[config.mk]
export PLATFORM = sky130hd
export DESIGN_NAME = dual_stream_rd_ctrl
export DESIGN_NICKNAME = d
export VERILOG_FILES = /design/src/rtl/dual_stream_pkg.sv /design/src/rtl/sof_pair_sync.sv /design/src/rtl/dual_stream_rd_ctrl.sv
export SDC_FILE = /design/constraint.sdc
export NUM_CORES = 1
export LEC_CHECK = 0
export CAP_MARGIN = 20
export CORE_UTILIZATION = 54
export DETAILED_ROUTE_END_ITERATION = 12
export PLACE_DENSITY = 0.8
export SLEW_MARGIN = 20
export SYNTH_ARGS = -nofsm -noshare
export SYNTH_HDL_FRONTEND = slang
export SYNTH_HIERARCHICAL = 1
export SYNTH_SLANG_ARGS = --single-unit
export TNS_END_PERCENT = 20
[constraint.sdc]
create_clock -name pixclk -period 2.8 [get_ports pixclk]
set_input_delay 0.28 -clock pixclk [delete_from_list [all_inputs] [get_ports pixclk]]
set_output_delay 0.28 -clock pixclk [all_outputs]
set_load 0.05 [all_outputs]
[src/rtl/dual_stream_pkg.sv]
// Shared types and default geometry for the dual-stream line FIFO read side.
package dual_stream_pkg;

  typedef enum logic [2:0] {
    IDLE      = 3'd0,
    WAIT_SOF  = 3'd1,
    WAIT_LINE = 3'd2,
    READ      = 3'd3,
    GAP       = 3'd4
  } state_t;

  localparam int DEF_LINE_W  = 1920;
  localparam int DEF_FRAME_H = 1080;
  localparam int DEF_HBLANK  = 50;

endpackage

[src/rtl/sof_pair_sync.sv]
// Pairs the two channels' start-of-frame pulses within a skew window.
// both_sof is combinational so the scheduler can act on the completing pulse itself.
module sof_pair_sync #(
  parameter int CWIDTH   = 12,
  parameter int SKEW_MAX = 4095
) (
  input  logic clk,
  input  logic rst,
  input  logic active,
  input  logic sof1,
  input  logic sof2,
  output logic both_sof,
  output logic skew_err
);

  localparam logic [CWIDTH-1:0] SKEW_C = CWIDTH'(SKEW_MAX);

  logic              seen1;
  logic              seen2;
  logic [CWIDTH-1:0] skew_cnt;

  assign both_sof = active & (seen1 | sof1) & (seen2 | sof2);

  // skew_cnt holds the number of edges since the first SOF was latched.
  always_ff @(posedge clk) begin
    if (rst) begin
      seen1    <= 1'b0;
      seen2    <= 1'b0;
      skew_cnt <= '0;
      skew_err <= 1'b0;
    end else if (!active || both_sof) begin
      seen1    <= 1'b0;
      seen2    <= 1'b0;
      skew_cnt <= '0;
    end else if (seen1 ^ seen2) begin
      if (skew_cnt == SKEW_C) begin
        skew_err <= 1'b1;
        seen1    <= 1'b0;
        seen2    <= 1'b0;
        skew_cnt <= '0;
      end else begin
        skew_cnt <= skew_cnt + 1'b1;
      end
    end else if (sof1 | sof2) begin
      seen1    <= sof1;
      seen2    <= sof2;
      skew_cnt <= CWIDTH'(1);
    end
  end

endmodule

[src/rtl/dual_stream_rd_ctrl.sv]
// Read-side scheduler: aligns both channels' frames, then issues lock-step
// line bursts with a horizontal blank and produces the merged stream framing.
module dual_stream_rd_ctrl
  import dual_stream_pkg::*;
#(
  parameter int LINE_W   = DEF_LINE_W,
  parameter int FRAME_H  = DEF_FRAME_H,
  parameter int HBLANK   = DEF_HBLANK,
  parameter int SKEW_MAX = 4095,
  parameter int CWIDTH   = 12,
  parameter int DEPTH    = 4096
) (
  input  logic              pixclk,
  input  logic              rst,
  input  logic              en,
  input  logic              sof1,
  input  logic              sof2,
  input  logic [CWIDTH-1:0] level1,
  input  logic [CWIDTH-1:0] level2,
  output logic              rd_en,
  output logic              o_image_vs,
  output logic              o_image_hs,
  output logic              o_image_valid,
  output logic [CWIDTH-1:0] line_cnt,
  output logic              skew_err,
  output logic              sof_err,
  output logic              ovf_warn,
  output logic              busy,
  output state_t            state
);

  localparam logic [CWIDTH-1:0] LINE_C    = CWIDTH'(LINE_W);
  localparam logic [CWIDTH-1:0] LAST_PIX  = CWIDTH'(LINE_W - 1);
  localparam logic [CWIDTH-1:0] LAST_GAP  = CWIDTH'(HBLANK - 1);
  localparam logic [CWIDTH-1:0] LAST_LINE = CWIDTH'(FRAME_H - 1);
  localparam logic [CWIDTH-1:0] FULL_C    = CWIDTH'(DEPTH - 1);

  logic              both_sof;
  logic              line_ready;
  logic [CWIDTH-1:0] pix_cnt;
  logic [CWIDTH-1:0] gap_cnt;

  assign line_ready = (level1 >= LINE_C) && (level2 >= LINE_C);
  assign busy       = (state != IDLE);

  sof_pair_sync #(
    .CWIDTH  (CWIDTH),
    .SKEW_MAX(SKEW_MAX)
  ) u_sof_pair_sync (
    .clk     (pixclk),
    .rst     (rst),
    .active  (state == WAIT_SOF),
    .sof1    (sof1),
    .sof2    (sof2),
    .both_sof(both_sof),
    .skew_err(skew_err)
  );

  always_ff @(posedge pixclk) begin
    if (rst) begin
      state         <= IDLE;
      rd_en         <= 1'b0;
      o_image_vs    <= 1'b0;
      o_image_hs    <= 1'b0;
      o_image_valid <= 1'b0;
      line_cnt      <= '0;
      pix_cnt       <= '0;
      gap_cnt       <= '0;
      sof_err       <= 1'b0;
      ovf_warn      <= 1'b0;
    end else begin
      o_image_vs    <= 1'b0;
      o_image_valid <= rd_en;
      o_image_hs    <= rd_en;
      if ((sof1 | sof2) && (state == WAIT_LINE || state == READ || state == GAP))
        sof_err <= 1'b1;
      if (level1 >= FULL_C || level2 >= FULL_C)
        ovf_warn <= 1'b1;

      case (state)
        IDLE: if (en) state <= WAIT_SOF;
        WAIT_SOF: begin
          if (both_sof) begin
            o_image_vs <= 1'b1;
            line_cnt   <= '0;
            state      <= WAIT_LINE;
          end
        end
        WAIT_LINE: begin
          if (line_ready) begin
            rd_en   <= 1'b1;
            pix_cnt <= '0;
            state   <= READ;
          end
        end
        READ: begin
          if (pix_cnt == LAST_PIX) begin
            rd_en   <= 1'b0;
            gap_cnt <= '0;
            state   <= GAP;
          end else begin
            pix_cnt <= pix_cnt + 1'b1;
          end
        end
        GAP: begin
          if (gap_cnt == LAST_GAP) begin
            // A truncated frame keeps line_cnt until the next frame start.
            if (!en) begin
              state <= IDLE;
            end else if (line_cnt == LAST_LINE) begin
              state <= WAIT_SOF;
            end else begin
              line_cnt <= line_cnt + 1'b1;
              // WAIT_LINE takes zero cycles when the next line is already buffered.
              if (line_ready) begin
                rd_en   <= 1'b1;
                pix_cnt <= '0;
                state   <= READ;
              end else begin
                state <= WAIT_LINE;
              end
            end
          end else begin
            gap_cnt <= gap_cnt + 1'b1;
          end
        end
        default: state <= IDLE;
      endcase
    end
  end

endmodule
==> results.yml, run 1 <==
status:
  outcome: "finished, final reports clean"
floorplanning:
  floorplan.die_area_um2: 6360
  design.core.area_um2: 5680
  floorplan.io_pins: 52
  initial_utilization: 0.575
  die_width_um: 79.7
  die_y_um: 79.7
  floorplan.rows: 27
global_route:
  overflow: 0
  number_of_antenna_violations_at_the_first_check_in_global_routing: 0
  via_count_of_the_first_global_routing_pass: 2811
  grt_max_degree: 25
  grt_util_overall: 0.253
  grt_first_pass_wirelength_um: 12700
setup_path:
  critPathRequiredTime_ps: 3070
  cp_slowest_stage_delay_ps: 590
  crit_path_max_fanout: 24
  cp_cell_sequence: "ha_1 > nor4bb_1 > a31oi_1 > a211o_1 > or4b_1 > a21oi_1"
  number_of_buffers_and_inverters_on_the_critical_path: 0
  setup.worst_path.class: "flop to flop"
  critPathLaunchType: "flop"
  critPathArrivalTime_ps: 2770
  crit_path_end_kind: "flop"
  path_delay_family: "simple AND/OR/NAND/NOR gates"
  worst_path_max_delay_cell: "sky130_fd_sc_hd__or4b_1"
synthesis:
  synth-edff-count: 0
  yosys_warnings: 6
  syn-num-nets: 425
  ys.flop_type: "sky130_fd_sc_hd__dfxtp_1"
  yosys_register_bits: 59
  netlist.top_cell.by_area: "sky130_fd_sc_hd__dfxtp_1"
  count_of_mapped_cells_out_of_synthesis: 391
  avgSynthCellArea_um2: 8.35
  yosysTopAreaCellShare: 0.362
  synth.lib_cells_used.distinct: 59
  synth_async_sr_flop_share: 0
  synth.cell_area_um2: 3260
  synth_top_cells_by_area: "sky130_fd_sc_hd__dfxtp_1, sky130_fd_sc_hd__a21oi_1, sky130_fd_sc_hd__o31ai_1"
  synth_seq_area_share: 0.362
pwr:
  ir_worst_vdd_mv: 0.436
  power.static_leakage_uw: 0.00130
  power.density_nw_per_um2: 594
cts:
  cts.repair.resized: 0
  cts_setup_buffers: 0
  tritoncts: "yes"
  cts.htree.levels: 3
  cts_bufs_inserted: 9
  cts_hold_buf: 0
  total_number_of_clock_tree_sinks: 59
  clockRootBuffer: "sky130_fd_sc_hd__clkbuf_8"
  insertion_delay_ps: 340
  clock_tree.buffer_depth: 2
  clkTransAtPathRegs_ps: 70
drt:
  routed_wirelength_um: 7690
  detail_route.vias_per_cell: 6.19
  via_count: 3207
  number_of_drc_violations_after_detailed_routing_iteration_0: 240
  wl_per_cell_um: 14.9
  detailedRoute.firstPassIterationCount: 5
  drt_drc_violations_left: 0
  ant_nets: 0
timing:
  finClkSkew_ps: 10.4
  layout_min_cycle_time_ps: 2500
  grt_setup_unrepaired: "false"
  post-route-period-util: 0.892
  final_setup_violation_count: 0
  tightest_pin_transition_ps: 668
  setup_total_negative_slack_ps: 0
  timing.slew.headroom: 0.554
  slew_viol_final: 0
  report.final.hold_viol_count: 0
  max_freq_mhz: 400
place:
  numPlacedInstances: 502
  place_hpwl_um: 5390
  io_buffers: 51
  place.gp.congestion: 0.860
finish:
  finish.net_count: 475
  antenna-diode-count: 0
  filler_cell_count: 464
  fin_cells: 518
  flow.area_growth_from_synthesis_pct: 23.5
  proportion_of_layout_cells_with_a_drive_suffix_above_1: 0.0874
worst_hold_path:
  hp-class: "flop to flop"
run:
  drv.max_cap_violation_count: 0
-- metal layers --
metal / vias to the layer above / global-route usage / routed length, µm
li1: 1602 / - / -
met1: 1502 / 0.323 / 3450
met2: 93 / 0.415 / 3640
met3: 10 / 0.0469 / 475
met4: 0 / 0.111 / 129
met5: - / 0 / 0
-- through the flow --
step / total power, µW / util / worst slack, ps / instance area, µm² / hold WS (ps)
4_1_cts: 2410 / 0.710 / 283 / 4030 / 453
3_5_place_dp: 1560 / 0.672 / 271 / 3810 / 445
6_report: 2390 / 0.710 / 303 / 4030 / 448
2_1_floorplan: 1390 / - / 418 / 3260 / 359
5_1_grt: 2500 / 0.710 / 12.9 / 4030 / 480
3_3_place_gp: 1550 / 0.672 / 343 / 3810 / 434
-- final timing paths --
path / start / endpoint / slack, ps / cells past startpoint
setup / recovery: gap_cnt[0] / pix_cnt[5] / 300 / 6
hold / removal: sof_err / sof_err / 450 / 2
setup reg to reg: gap_cnt[0] / pix_cnt[5] / 300 / 6
hold reg to reg: sof_err / sof_err / 450 / 2
-- power by group --
group	internal, µW	switching (µW)	leakage [µW]
combinational	227	393	0.000725
sequential	870	55.0	0.000476
clock	497	351	0.000101
-- final cells by class --
| class | instances | area [µm²] | area share |
|---|---|---|---|
| Inverter | 10 | 37.5 | 0.00931 |
| Sequential cell | 59 | 1180 | 0.293 |
| Timing Repair Buffer | 60 | 578 | 0.143 |
| Clock buffer | 9 | 124 | 0.0307 |
| Clock inverter | 7 | 92.6 | 0.0230 |
| Tap cell | 72 | 90.1 | 0.0224 |
| Multi-Input combinational cell | 301 | 1930 | 0.478 |
-- registers in the layout (all words and copies together) (netlist names), 3 cells and up --
signal,cells
state,3
line_cnt,12
gap_cnt,12
pix_cnt,12
u_sof_pair_sync/skew_cnt,12
-- logic make-up (layout without fill, tap and decap cells) --
logic type | Yosys count | count (layout) | share of synthesized area
and+or+nand+nor | 176 | 176 | 0.326
AOI/OAI and AO/OA | 108 | 108 | 0.207
DFF | 59 | 59 | 0.362
buffers and inverters | 31 | 86 | 0.0475
muxes | 8 | 8 | 0.0261
adders and majority gates | 5 | 5 | 0.0192
xor gates and xnor gates | 4 | 4 | 0.0130
-- cell usage in the layout (no fill, tap or decap), types with 2 or more instances in the layout --
| cell type | instances |
|---|---|
| sky130_fd_sc_hd__a21oi_1 | 45 |
| sky130_fd_sc_hd__a311oi_1 | 2 |
| sky130_fd_sc_hd__a31oi_1 | 6 |
| sky130_fd_sc_hd__and2_1 | 10 |
| sky130_fd_sc_hd__and3_1 | 8 |
| sky130_fd_sc_hd__and4_1 | 8 |
| sky130_fd_sc_hd__buf_4 | 9 |
| sky130_fd_sc_hd__bufinv_16 | 2 |
| sky130_fd_sc_hd__clkbuf_8 | 9 |
| sky130_fd_sc_hd__clkdlybuf4s50_1 | 51 |
| sky130_fd_sc_hd__clkinv_2 | 2 |
| sky130_fd_sc_hd__clkinvlp_4 | 3 |
| sky130_fd_sc_hd__dfxtp_1 | 59 |
| sky130_fd_sc_hd__ha_1 | 5 |
| sky130_fd_sc_hd__inv_1 | 10 |
| sky130_fd_sc_hd__mux2i_1 | 7 |
| sky130_fd_sc_hd__nand2_1 | 27 |
| sky130_fd_sc_hd__nand2b_1 | 5 |
| sky130_fd_sc_hd__nand3_1 | 23 |
| sky130_fd_sc_hd__nand3b_1 | 2 |
| sky130_fd_sc_hd__nand4_1 | 16 |
| sky130_fd_sc_hd__nor2_1 | 15 |
| sky130_fd_sc_hd__nor2b_1 | 2 |
| sky130_fd_sc_hd__nor3_1 | 4 |
| sky130_fd_sc_hd__nor4_1 | 5 |
| sky130_fd_sc_hd__o211ai_1 | 2 |
| sky130_fd_sc_hd__o21ai_0 | 15 |
| sky130_fd_sc_hd__o22ai_1 | 4 |
| sky130_fd_sc_hd__o31ai_1 | 21 |
| sky130_fd_sc_hd__or2_2 | 5 |
| sky130_fd_sc_hd__or3_1 | 13 |
| sky130_fd_sc_hd__or4_1 | 21 |
| sky130_fd_sc_hd__xnor2_1 | 2 |
-- cells in the mapped netlist, types with 4 or more instances --
library cell,number
sky130_fd_sc_hd__dfxtp_1,59
sky130_fd_sc_hd__a21oi_1,45
sky130_fd_sc_hd__nand2_1,27
sky130_fd_sc_hd__nand3_1,23
sky130_fd_sc_hd__o31ai_1,21
sky130_fd_sc_hd__or4_1,21
sky130_fd_sc_hd__nand4_1,16
sky130_fd_sc_hd__nor2_1,15
sky130_fd_sc_hd__o21ai_0,15
sky130_fd_sc_hd__or3_1,13
sky130_fd_sc_hd__and2_1,10
sky130_fd_sc_hd__inv_1,10
sky130_fd_sc_hd__clkbuf_1,9
sky130_fd_sc_hd__and3_1,8
sky130_fd_sc_hd__and4_1,8
sky130_fd_sc_hd__buf_2,7
sky130_fd_sc_hd__mux2i_1,7
sky130_fd_sc_hd__a31oi_1,6
sky130_fd_sc_hd__ha_1,5
sky130_fd_sc_hd__nand2b_1,5
sky130_fd_sc_hd__nor4_1,5
sky130_fd_sc_hd__or2_2,5
sky130_fd_sc_hd__nor3_1,4
sky130_fd_sc_hd__o22ai_1,4
-- tightest hold or removal path: cells and delay by family (launching register included) --
| family | cells | cell delay (ps) |
|---|---|---|
| AO/OA/AOI/OAI | 1 | 50 |
| buffers and inverters | 1 | 50 |
| flip-flops | 1 | 310 |
Power figures use the tool's default switching activity.
==> run 2: changes to the inputs <==
- CTS_CLUSTER_SIZE: default -> 20
==> results of run 2 <==
Final layout, timing and power as in run 1 (identical DEF).
